`src/rtl/hs_npu_gatekeeper_sequencer.sv`:
```
// hs_npu_gatekeeper_sequencer
//
// Sequences the NPU feed path: input FIFO -> chained gatekeeper stages ->
// output FIFO. It accepts a job (cycles per round, number of rounds). For
// each round it waits for data and sink space, fires a one-cycle start into
// gatekeeper stage 0, runs for `cycles` cycles and then drains the chain for
// STAGES cycles. When the last round has drained it reports completion. An
// abort flushes both FIFOs and returns the block to idle.
//
// Ports
//   clk_core, rst_core_n       core clock, async active-low reset
//   cmd_valid_i / cmd_ready_o  command handshake (ready only in IDLE)
//   cmd_cycles_i, cmd_rounds_i job parameters, both must be non-zero
//   abort_i                    abort the running job
//   in_fifo_valid_i            input FIFO has data
//   out_fifo_ready_i           output FIFO has space
//   gk_start_o                 start pulse to gatekeeper stage 0
//   gk_enable_cycles_o         latched enable-cycle count for all stages
//   fifo_flush_o               flush pulse to both FIFOs (on abort)
//   busy_o, round_o            job in progress, current 0-based round
//   done_o, err_o, aborted_o   completion / illegal command / abort ack pulses
//
// state | meaning
// ------+-----------------------------------------------------------
// IDLE  | waiting for a command; illegal commands answered with err_o
// ARM   | waiting for input data and output space, then start pulse
// RUN   | gatekeeper chain active for the latched number of cycles
// DRAIN | STAGES cycles for the start to ripple through the chain
// DONE  | one-cycle completion pulse, back to IDLE

module hs_npu_gatekeeper_sequencer #(
    parameter int STAGES  = 2,
    parameter int CNT_W   = 32,
    parameter int ROUND_W = 8
) (
    input  logic               clk_core,
    input  logic               rst_core_n,
    input  logic               cmd_valid_i,
    output logic               cmd_ready_o,
    input  logic [CNT_W-1:0]   cmd_cycles_i,
    input  logic [ROUND_W-1:0] cmd_rounds_i,
    input  logic               abort_i,
    input  logic               in_fifo_valid_i,
    input  logic               out_fifo_ready_i,
    output logic               gk_start_o,
    output logic [CNT_W-1:0]   gk_enable_cycles_o,
    output logic               fifo_flush_o,
    output logic               busy_o,
    output logic [ROUND_W-1:0] round_o,
    output logic               done_o,
    output logic               err_o,
    output logic               aborted_o
);

    localparam int DW = $clog2(STAGES + 1);

    typedef enum logic [2:0] {
        S_IDLE,
        S_ARM,
        S_RUN,
        S_DRAIN,
        S_DONE
    } state_t;

    state_t             state_q, state_d;
    logic [CNT_W-1:0]   run_cnt_q;
    logic [DW-1:0]      drain_cnt_q;
    logic [ROUND_W-1:0] rounds_q;
    logic [ROUND_W-1:0] round_q;
    logic [CNT_W-1:0]   enable_cycles_q;
    logic               err_q;
    logic               abort_q;

    logic cmd_fire;
    logic cmd_bad;
    logic start_ok;
    logic run_last;
    logic drain_last;
    logic more_rounds;
    logic abort_take;

    assign cmd_fire   = (state_q == S_IDLE) && cmd_valid_i;
    assign cmd_bad    = (cmd_cycles_i == '0) || (cmd_rounds_i == '0);
    assign start_ok   = in_fifo_valid_i && out_fifo_ready_i;
    assign run_last   = (run_cnt_q == CNT_W'(1));
    assign drain_last = (drain_cnt_q == DW'(1));
    // One extra bit so the compare cannot overflow at the top of the range.
    assign more_rounds = ({1'b0, round_q} + (ROUND_W+1)'(1)) < {1'b0, rounds_q};
    // Abort is honoured only while a job is actually running; in DONE the
    // job has already completed and the completion pulse takes precedence.
    assign abort_take = abort_i &&
                        ((state_q == S_ARM) || (state_q == S_RUN) || (state_q == S_DRAIN));

    always_ff @(posedge clk_core or negedge rst_core_n) begin
        if (!rst_core_n) begin
            state_q <= S_IDLE;
        end else begin
            state_q <= state_d;
        end
    end

    always_comb begin
        state_d    = state_q;
        gk_start_o = 1'b0;
        case (state_q)
            S_IDLE: begin
                if (cmd_valid_i && !cmd_bad) begin
                    state_d = S_ARM;
                end
            end
            S_ARM: begin
                if (abort_i) begin
                    state_d = S_IDLE;
                end else if (start_ok) begin
                    gk_start_o = 1'b1;
                    state_d    = S_RUN;
                end
            end
            S_RUN: begin
                if (abort_i) begin
                    state_d = S_IDLE;
                end else if (run_last) begin
                    state_d = S_DRAIN;
                end
            end
            S_DRAIN: begin
                if (abort_i) begin
                    state_d = S_IDLE;
                end else if (drain_last) begin
                    state_d = more_rounds ? S_ARM : S_DONE;
                end
            end
            S_DONE: begin
                state_d = S_IDLE;
            end
            default: begin
                state_d = S_IDLE;
            end
        endcase
    end

    always_ff @(posedge clk_core or negedge rst_core_n) begin
        if (!rst_core_n) begin
            run_cnt_q       <= '0;
            drain_cnt_q     <= '0;
            rounds_q        <= '0;
            round_q         <= '0;
            enable_cycles_q <= '0;
            err_q           <= 1'b0;
            abort_q         <= 1'b0;
        end else begin
            err_q   <= cmd_fire && cmd_bad;
            abort_q <= abort_take;

            if (cmd_fire && !cmd_bad) begin
                enable_cycles_q <= cmd_cycles_i;
                rounds_q        <= cmd_rounds_i;
                round_q         <= '0;
            end

            if (gk_start_o) begin
                run_cnt_q <= enable_cycles_q;
            end else if (state_q == S_RUN) begin
                run_cnt_q <= run_cnt_q - CNT_W'(1);
            end

            if ((state_q == S_RUN) && run_last) begin
                drain_cnt_q <= DW'(STAGES);
            end else if (state_q == S_DRAIN) begin
                drain_cnt_q <= drain_cnt_q - DW'(1);
            end

            if ((state_q == S_DRAIN) && !abort_i && drain_last && more_rounds) begin
                round_q <= round_q + ROUND_W'(1);
            end
        end
    end

    assign cmd_ready_o        = (state_q == S_IDLE);
    assign busy_o             = (state_q != S_IDLE);
    assign done_o             = (state_q == S_DONE);
    assign err_o              = err_q;
    assign aborted_o          = abort_q;
    assign fifo_flush_o       = abort_q;
    assign round_o            = round_q;
    assign gk_enable_cycles_o = enable_cycles_q;

endmodule

```
`config.mk`:
```
export PLATFORM = sky130hd
export DESIGN_NAME = hs_npu_gatekeeper_sequencer
export DESIGN_NICKNAME = d
export VERILOG_FILES = /design/src/rtl/hs_npu_gatekeeper_sequencer.sv
export SDC_FILE = /design/constraint.sdc
export NUM_CORES = 1
export LEC_CHECK = 0
export BUFFER_PORTS_ARGS = -buffer_cell sky130_fd_sc_hd__buf_2
export CAP_MARGIN = 40
export CORE_MARGIN = 5
export CORE_UTILIZATION = 51
export CTS_BUF_LIST = sky130_fd_sc_hd__clkbuf_2
export CTS_CLUSTER_DIAMETER = 200
export DETAILED_ROUTE_END_ITERATION = 10
export PLACE_DENSITY = 0.85
export SYNTH_ARGS = -nofsm -noshare
export SYNTH_HDL_FRONTEND = slang
export SYNTH_SLANG_ARGS = --single-unit
```
`constraint.sdc`:
```
create_clock -name clk_core -period 2.3 [get_ports clk_core]
set_input_delay 0.46 -clock clk_core [delete_from_list [all_inputs] [get_ports clk_core]]
set_output_delay 0.46 -clock clk_core [all_outputs]
set_load 0.005 [all_outputs]
```
==> results of run 1 <==
-- worst register-to-register path: cells and delay by family, from the launching register on --
kind | cells | cell delay (ns)
AOI/OAI and AO/OA | 5 | 1.19
and+or+nand+nor | 3 | 0.46
DFF | 1 | 0.45
adders and majority gates | 1 | 0.32
-- per-stage QoR --
step	area [sq um]	std cells	utilization, %
finish	6120	690	71.2
CTS	5870	681	68.3
global placement	5440	645	63.3
detailed placement	5440	645	63.3
global route	6120	690	71.2
floorplan	4470	411	-
-- flip-flops by register name (all words and copies together) (netlist names) --
signal	cells
run_cnt_q	32
state_q	3
round_o	8
drain_cnt_q	2
gk_enable_cycles_o	32
aborted_o	1
rounds_q	8
err_o	1
-- power groups by stage --
stage	Clock, mW	Sequential, mW	Combinational [mW]
4_1_cts	0.904	2.55	2.21
3_3_place_gp	0	2.54	1.97
3_5_place_dp	0	2.58	2.07
6_report	0.894	2.60	2.47
5_1_grt	0.959	2.65	2.67
2_1_floorplan	0	2.52	1.17
-- final timing paths --
check / cells past startpoint / endpoint / start / slack (ns)
max: 9 / round_o[4]$_DFFE_PN0P_ / round_o[2]$_DFFE_PN0P_ / -0.20
min: 2 / gk_enable_cycles_o[13]$_DFFE_PN0P_ / cmd_cycles_i[13] / 0.14
max reg2reg: 9 / round_o[4]$_DFFE_PN0P_ / round_o[2]$_DFFE_PN0P_ / -0.20
min reg2reg: 1 / drain_cnt_q[0]$_DFFE_PN0P_ / drain_cnt_q[0]$_DFFE_PN0P_ / 0.52
max in group asynchronous: 3 / run_cnt_q[20]$_DFFE_PN0P_ / rst_core_n / 1.16
min in group asynchronous: 2 / gk_enable_cycles_o[10]$_DFFE_PN0P_ / rst_core_n / 0.48
-- what timing repair did --
item                                    in CTS  in global routing
gates cloned                                 1                  0
hold endpoints to repair                    55                  0
buffers inserted                            20                  9
endpoints found under the setup margin      17                 31
pin swaps                                   26                 27
gates resized for setup                     33                 36
hold buffers                                 1                  0
-- synthesized netlist by cell type, drive strengths merged (5+ instances only) --
library cell  instances
o311ai                7
o211ai               13
nor3                 11
a221o                13
nor2                 15
xnor2                 5
nand2                44
buf                   5
or2                   5
mux2                 40
nor4                 20
o21ai                13
dfrtp                87
clkbuf               13
ha                   11
or4                   8
a21oi                16
inv                  15
nand3                 9
nand4                 6
-- cell type report --
type	instances	area [sq um]
multi-input combinational	291	2480
inverter	16	65.1
timing repair buffer	172	1120
sequential	87	2180
fill	570	2480
clock buffer	10	50.0
clock inverter	6	85.1
tap	108	135
-- kinds of logic (layout without fill, tap and decap cells) --
logic type | Yosys count | after routing | share of synthesized area [%]
buf+inv | 34 | 204 | 3.06
fa+ha+maj | 11 | 11 | 3.12
simple gates | 141 | 141 | 17.7
mux | 41 | 41 | 10.4
flops | 87 | 87 | 49.3
xor+xnor | 5 | 5 | 0.993
compound gates | 92 | 93 | 15.4
-- placed cells by master, fill, tap and decap left out, drive strengths merged, types with 3 or more instances in the layout --
master	netlist	final
buf	5	171
dfrtp	87	87
nand2	44	44
mux2	40	40
nor4	20	20
a21oi	16	16
inv	15	15
nor2	15	15
a221o	13	13
o211ai	13	13
o21ai	13	13
nor3	11	11
ha	11	11
clkbuf	13	10
nand3	9	9
or4	8	8
o311ai	7	7
nand4	6	6
or2	5	5
xnor2	5	5
a22o	4	4
nor3b	4	4
a31oi	4	4
or3	4	4
nor2b	3	3
a21o	3	3
a211o	3	3
and3	3	3
and2	3	3
clkinv	1	3
-- layer usage --
metal / global-route usage [%] / wire length [um] / up-vias
li1: - / - / 1913
met3: 3.72 / 1050 / 65
met2: 42.8 / 7160 / 286
met1: 31.8 / 5220 / 2126
met5: 0 / 0 / -
met4: 9.76 / 541 / 0
==> results.sh, run 1 <==
export IMPL_antenna_left=0
export IMPL_path_class="reg -> reg"
export IMPL_slowest_stage="dfrtp_1"
export IMPL_die_area_sq_um=10600
export IMPL_setup_slack_ns=-0.196
export IMPL_grt_ovfl_total=0
export IMPL_grt_pass1_vias=4258
export IMPL_crit_path_max_fanout=5
export IMPL_ys_flop_type="dfrtp_1"
export IMPL_synth_distinct_cells=52
export IMPL_cts_buffers=9
export IMPL_p_seq_share_pct=43.6
export IMPL_worstPathArrival_ns=2.96
export IMPL_vias_per_cell=6.36
export IMPL_io_pins=93
export IMPL_hp_class="in -> reg"
export IMPL_status="finished with violations"
export IMPL_vias=4390
export IMPL_dp_hpwl_um=8740
export IMPL_async_flop_share_pct=100
export IMPL_worst_path_largest_cell_delay_ns=0.45
export IMPL_port_buffers=92
export IMPL_grt_pass1_wl_um=20800
export IMPL_max_slew_worst_pin_slew_ns=0.732
export IMPL_p_sw_share_pct=37.5
export IMPL_rows=34
export IMPL_wirelength_um=14000
export IMPL_netlist_top_cells_area="dfrtp_1 49%, mux2_2 10%, nand2_1 3.7%"
export IMPL_start_kind="flop"
export IMPL_slew_limit_headroom_pct=51.2
export IMPL_clk_latency_ns=0.54
export IMPL_fin_crit_sh_pct=109
export IMPL_fin_hold_ws_ns=0.143
export IMPL_dpl_worst_slack_ns=-0.160
export IMPL_path_buf_inv=0
export IMPL_dr_pass1_iters=8
export IMPL_floorplan_die_height_um=103
export IMPL_drc=0
export IMPL_p_clk_share_pct=15.0
export IMPL_power_leakage_nw=2.80
export IMPL_setup_viol_count_final=15
export IMPL_skew_ns=0.0287
export IMPL_synth_top_cell_area_share_pct=49.3
export IMPL_grt_start_max_net_pins=57
export IMPL_fmax_mhz=401
export IMPL_clock_sinks=87
export IMPL_cts_root_buffer="clkbuf_2"
export IMPL_ys_warn_count=0
export IMPL_place_congestion=0.852
export IMPL_synth_area_per_cell_sq_um=10.7
export IMPL_synth_cells=411
export IMPL_cts_tree="done"
export IMPL_dieWidth_um=103
export IMPL_critPathCaptureType="flop"
export IMPL_fin_crit_ns=2.50
export IMPL_cp_required_ns=2.76
export IMPL_h_tree_depth=3
export IMPL_cp_cell_sequence="nand3_2 > o21ai_1 > nand2_1 > ha_1 > and3_4 > a221oi_4 > o21a_4 > a21boi_4 > a22o_1"
export IMPL_combPwrFrac_pct=41.4
export IMPL_seq_area_frac_synth_pct=49.3
export IMPL_groute_usage_overall_pct=25.0
export IMPL_slew_viol_final=0
export IMPL_initial_core_util_pct=51.3
export IMPL_setup_tns_ns=-1.85
export IMPL_nNetsFinal=634
export IMPL_core_sq_um=8590
export IMPL_power_total_mw=5.96
export IMPL_drt_iter0_markers=392
export IMPL_synth_nets=468
export IMPL_synth_area_sq_um=4410
export IMPL_wire_per_inst_um=20.2
export IMPL_rsz0062_at_grt="true"
export IMPL_switching_power_mw=2.24
export IMPL_cts_path_max_buffers=2
export IMPL_hold_violations=0
export IMPL_p_int_mw=3.73
export IMPL_synth_edf_count=0
export IMPL_max_cap_violations=0
export IMPL_irDropWorstVdd_v=0.000458
export IMPL_violations="negative setup slack"
export IMPL_power_density_nw_per_um2=975
export IMPL_synth_top_area_cell="dfrtp_1"
export IMPL_drive_gt1_share_pct=50.0
export IMPL_area_growth_pct=38.6
export IMPL_antenna_found_initial=0
export IMPL_synth_ff_latch_count=87
export IMPL_critPathTopFamily="compound AO/OA/AOI/OAI gates"
export IMPL_path_clk_slew_ns=0.25
export IMPL_num_antenna_cells=0
(Power assumes the default switching activity.)
==> inputs of run 2 (changes only) <==
--- a/config.mk
+++ b/config.mk
@@ -16,3 +16,4 @@
 export SYNTH_ARGS = -nofsm -noshare
 export SYNTH_HDL_FRONTEND = slang
 export SYNTH_SLANG_ARGS = --single-unit
+export TNS_END_PERCENT = 5
==> run 2 against run 1 <==
The flow still finishes with violations (negative setup slack). Final area fell by 1.9%. Final cell count decreased by 1.3%. Clock power up 0.7%. Maximum frequency decreased by 0.85%. Non-clock buffer count is 9 lower. Worst hold slack worse by 0.0028 ns. Total power decreased by 3.2%. Critical path type unchanged. Largest cell class unchanged. Largest power group unchanged.
==> results.sh, run 2 (synthesis results as in run 1) <==
export IMPL_status="finished with violations"
export IMPL_violations="negative setup slack"
export IMPL_fin_crit_sh_pct=109
export IMPL_cts_buffers=9
export IMPL_crit_path_max_fanout=5
export IMPL_core_sq_um=8590
export IMPL_num_antenna_cells=0
export IMPL_antenna_left=0
export IMPL_cts_path_max_buffers=2
export IMPL_final_fill_count=597
export IMPL_power_leakage_nw=2.76
export IMPL_grt_ovfl_total=0
export IMPL_slowest_stage="dfrtp_2"
export IMPL_skew_ns=0.0323
export IMPL_setup_viol_count_final=15
export IMPL_final_common_cell="buf_2"
export IMPL_cp_cell_sequence="ha_4 > nor2b_2 > or2_4 > ha_4 > nand2_2 > o21ai_4 > a41oi_4 > buf_6 > buf_4 > o211ai_1 > o21ai_1"
export IMPL_irDropWorstVdd_v=0.000460
export IMPL_start_kind="flop"
export IMPL_clk_latency_ns=0.55
export IMPL_design_area_sq_um=6000
export IMPL_max_cap_violations=0
export IMPL_slew_limit_headroom_pct=49.5
export IMPL_fin_crit_ns=2.52
export IMPL_place_area_sq_um=5440
export IMPL_hold_violations=0
export IMPL_grt_pass1_vias=4171
export IMPL_crit_path_frequent_cell="ha_4"
export IMPL_grt_start_max_net_pins=57
export IMPL_setup_tns_ns=-2.02
export IMPL_vias=4230
export IMPL_cts_tree="done"
export IMPL_power_density_nw_per_um2=961
export IMPL_antenna_found_initial=0
export IMPL_hp_class="in -> reg"
export IMPL_path_buf_inv=2
export IMPL_dr_pass1_iters=5
export IMPL_grt_pass1_wl_um=20300
export IMPL_h_tree_depth=3
export IMPL_drive_gt1_share_pct=48.7
export IMPL_cts_root_buffer="clkbuf_2"
export IMPL_fin_hold_ws_ns=0.140
export IMPL_switching_power_mw=2.13
export IMPL_io_pins=93
export IMPL_initial_core_util_pct=51.3
export IMPL_p_seq_share_pct=44.7
export IMPL_p_sw_share_pct=36.9
export IMPL_clock_sinks=87
export IMPL_drt_iter0_markers=304
export IMPL_slew_viol_final=0
export IMPL_rsz0062_at_grt="true"
export IMPL_rows=34
export IMPL_path_class="reg -> reg"
export IMPL_drc=0
export IMPL_fmax_mhz=397
export IMPL_critPathTopFamily="compound AO/OA/AOI/OAI gates"
export IMPL_dp_hpwl_um=8740
export IMPL_area_growth_pct=36.0
export IMPL_port_buffers=92
export IMPL_p_int_mw=3.64
export IMPL_combPwrFrac_pct=39.7
export IMPL_dieWidth_um=103
export IMPL_worst_path_largest_cell_delay_ns=0.52
export IMPL_nNetsFinal=625
export IMPL_die_area_sq_um=10600
export IMPL_groute_usage_overall_pct=24.4
export IMPL_wire_per_inst_um=19.6
export IMPL_worstPathArrival_ns=2.98
export IMPL_critPathCaptureType="flop"
export IMPL_max_slew_worst_pin_slew_ns=0.757
export IMPL_p_clk_share_pct=15.6
export IMPL_place_congestion=0.852
export IMPL_final_core_util_pct=69.8
export IMPL_floorplan_die_height_um=103
export IMPL_setup_slack_ns=-0.218
export IMPL_cp_required_ns=2.76
export IMPL_layout_common_cells="89 x buf_2, 85 x dfrtp_1, 64 x buf_4, 41 x nand2_1, 40 x mux2_2"
export IMPL_wirelength_um=13300
export IMPL_path_clk_slew_ns=0.25
export IMPL_vias_per_cell=6.21
[run 2: cell count changes in the layout (fill, tap and decap cells not counted), moves of 2 or more]
cell	change
buf_4	-8
buf_2	-2
inv_4	+2
nor4_1	+2
[run 2: metrics by stage]
| stage | cells | total power, mW | setup slack [ns] |
|---|---|---|---|
| after floorplan | 411 | 3.69 | 0.00135 |
| after global placement | 645 | 4.51 | -0.0596 |
| after detailed placement | 645 | 4.65 | -0.160 |
| after CTS | 674 | 5.60 | -0.0939 |
| after global routing | 681 | 6.10 | -0.273 |
| final | 681 | 5.77 | -0.218 |
[run 2: cell type report]
cell class | count | area, sq um | area share (%)
Clock buffer | 10 | 50.0 | 0.834
Timing Repair Buffer | 163 | 1060 | 17.7
Inverter | 16 | 65.1 | 1.08
Clock inverter | 6 | 85.1 | 1.42
Multi-Input combinational cell | 291 | 2420 | 40.4
Sequential cell | 87 | 2180 | 36.3
Tap cell | 108 | 135 | 2.25
[run 2: power by group through the flow]
stage	Clock, mW	Sequential [mW]	Combinational, mW
floorplan	0	2.52	1.17
global route	0.973	2.64	2.49
detailed placement	0	2.58	2.07
global placement	0	2.54	1.97
finish	0.900	2.58	2.29
CTS	0.904	2.55	2.15
[run 2: worst paths after layout]
path,startpoint,end,slack [ns],depth (start not counted)
hold reg to reg,drain_cnt_q[0]$_DFFE_PN0P_,drain_cnt_q[0]$_DFFE_PN0P_,0.51,1
min in group asynchronous,rst_core_n,round_o[1]$_DFFE_PN0P_,0.49,2
setup reg to reg,round_o[1]$_DFFE_PN0P_,round_o[2]$_DFFE_PN0P_,-0.22,11
hold / removal,cmd_rounds_i[2],rounds_q[2]$_DFFE_PN0P_,0.14,2
setup / recovery,round_o[1]$_DFFE_PN0P_,round_o[2]$_DFFE_PN0P_,-0.22,11
max in group asynchronous,rst_core_n,gk_enable_cycles_o[28]$_DFFE_PN0P_,1.15,3
[run 2: what timing repair did]
item / in CTS / in global routing
setup buffers: 12 / 7
cloned: 1 / 0
hold buffers: 1 / 0
hold endpoints to repair: 55 / 0
pin swaps: 20 / 23
setup endpoints to repair: 17 / 27
gates resized for setup: 26 / 38
[run 2: worst reg2reg max path: cells and delay by family, from the launching register on]
| family | cells | cell delay [ns] |
|---|---|---|
| compound gates | 4 | 0.62 |
| fa+ha+maj | 2 | 0.51 |
| buf+inv | 2 | 0.29 |
| flops | 1 | 0.52 |
| simple gates | 3 | 0.48 |
[run 2: layer usage]
layer	vias up	wire [um]	GRT usage [%]
met5	-	0	0
met4	0	459	8.17
met3	55	911	5.01
met2	213	6680	41.3
met1	2076	5260	31.3
li1	1886	-	-
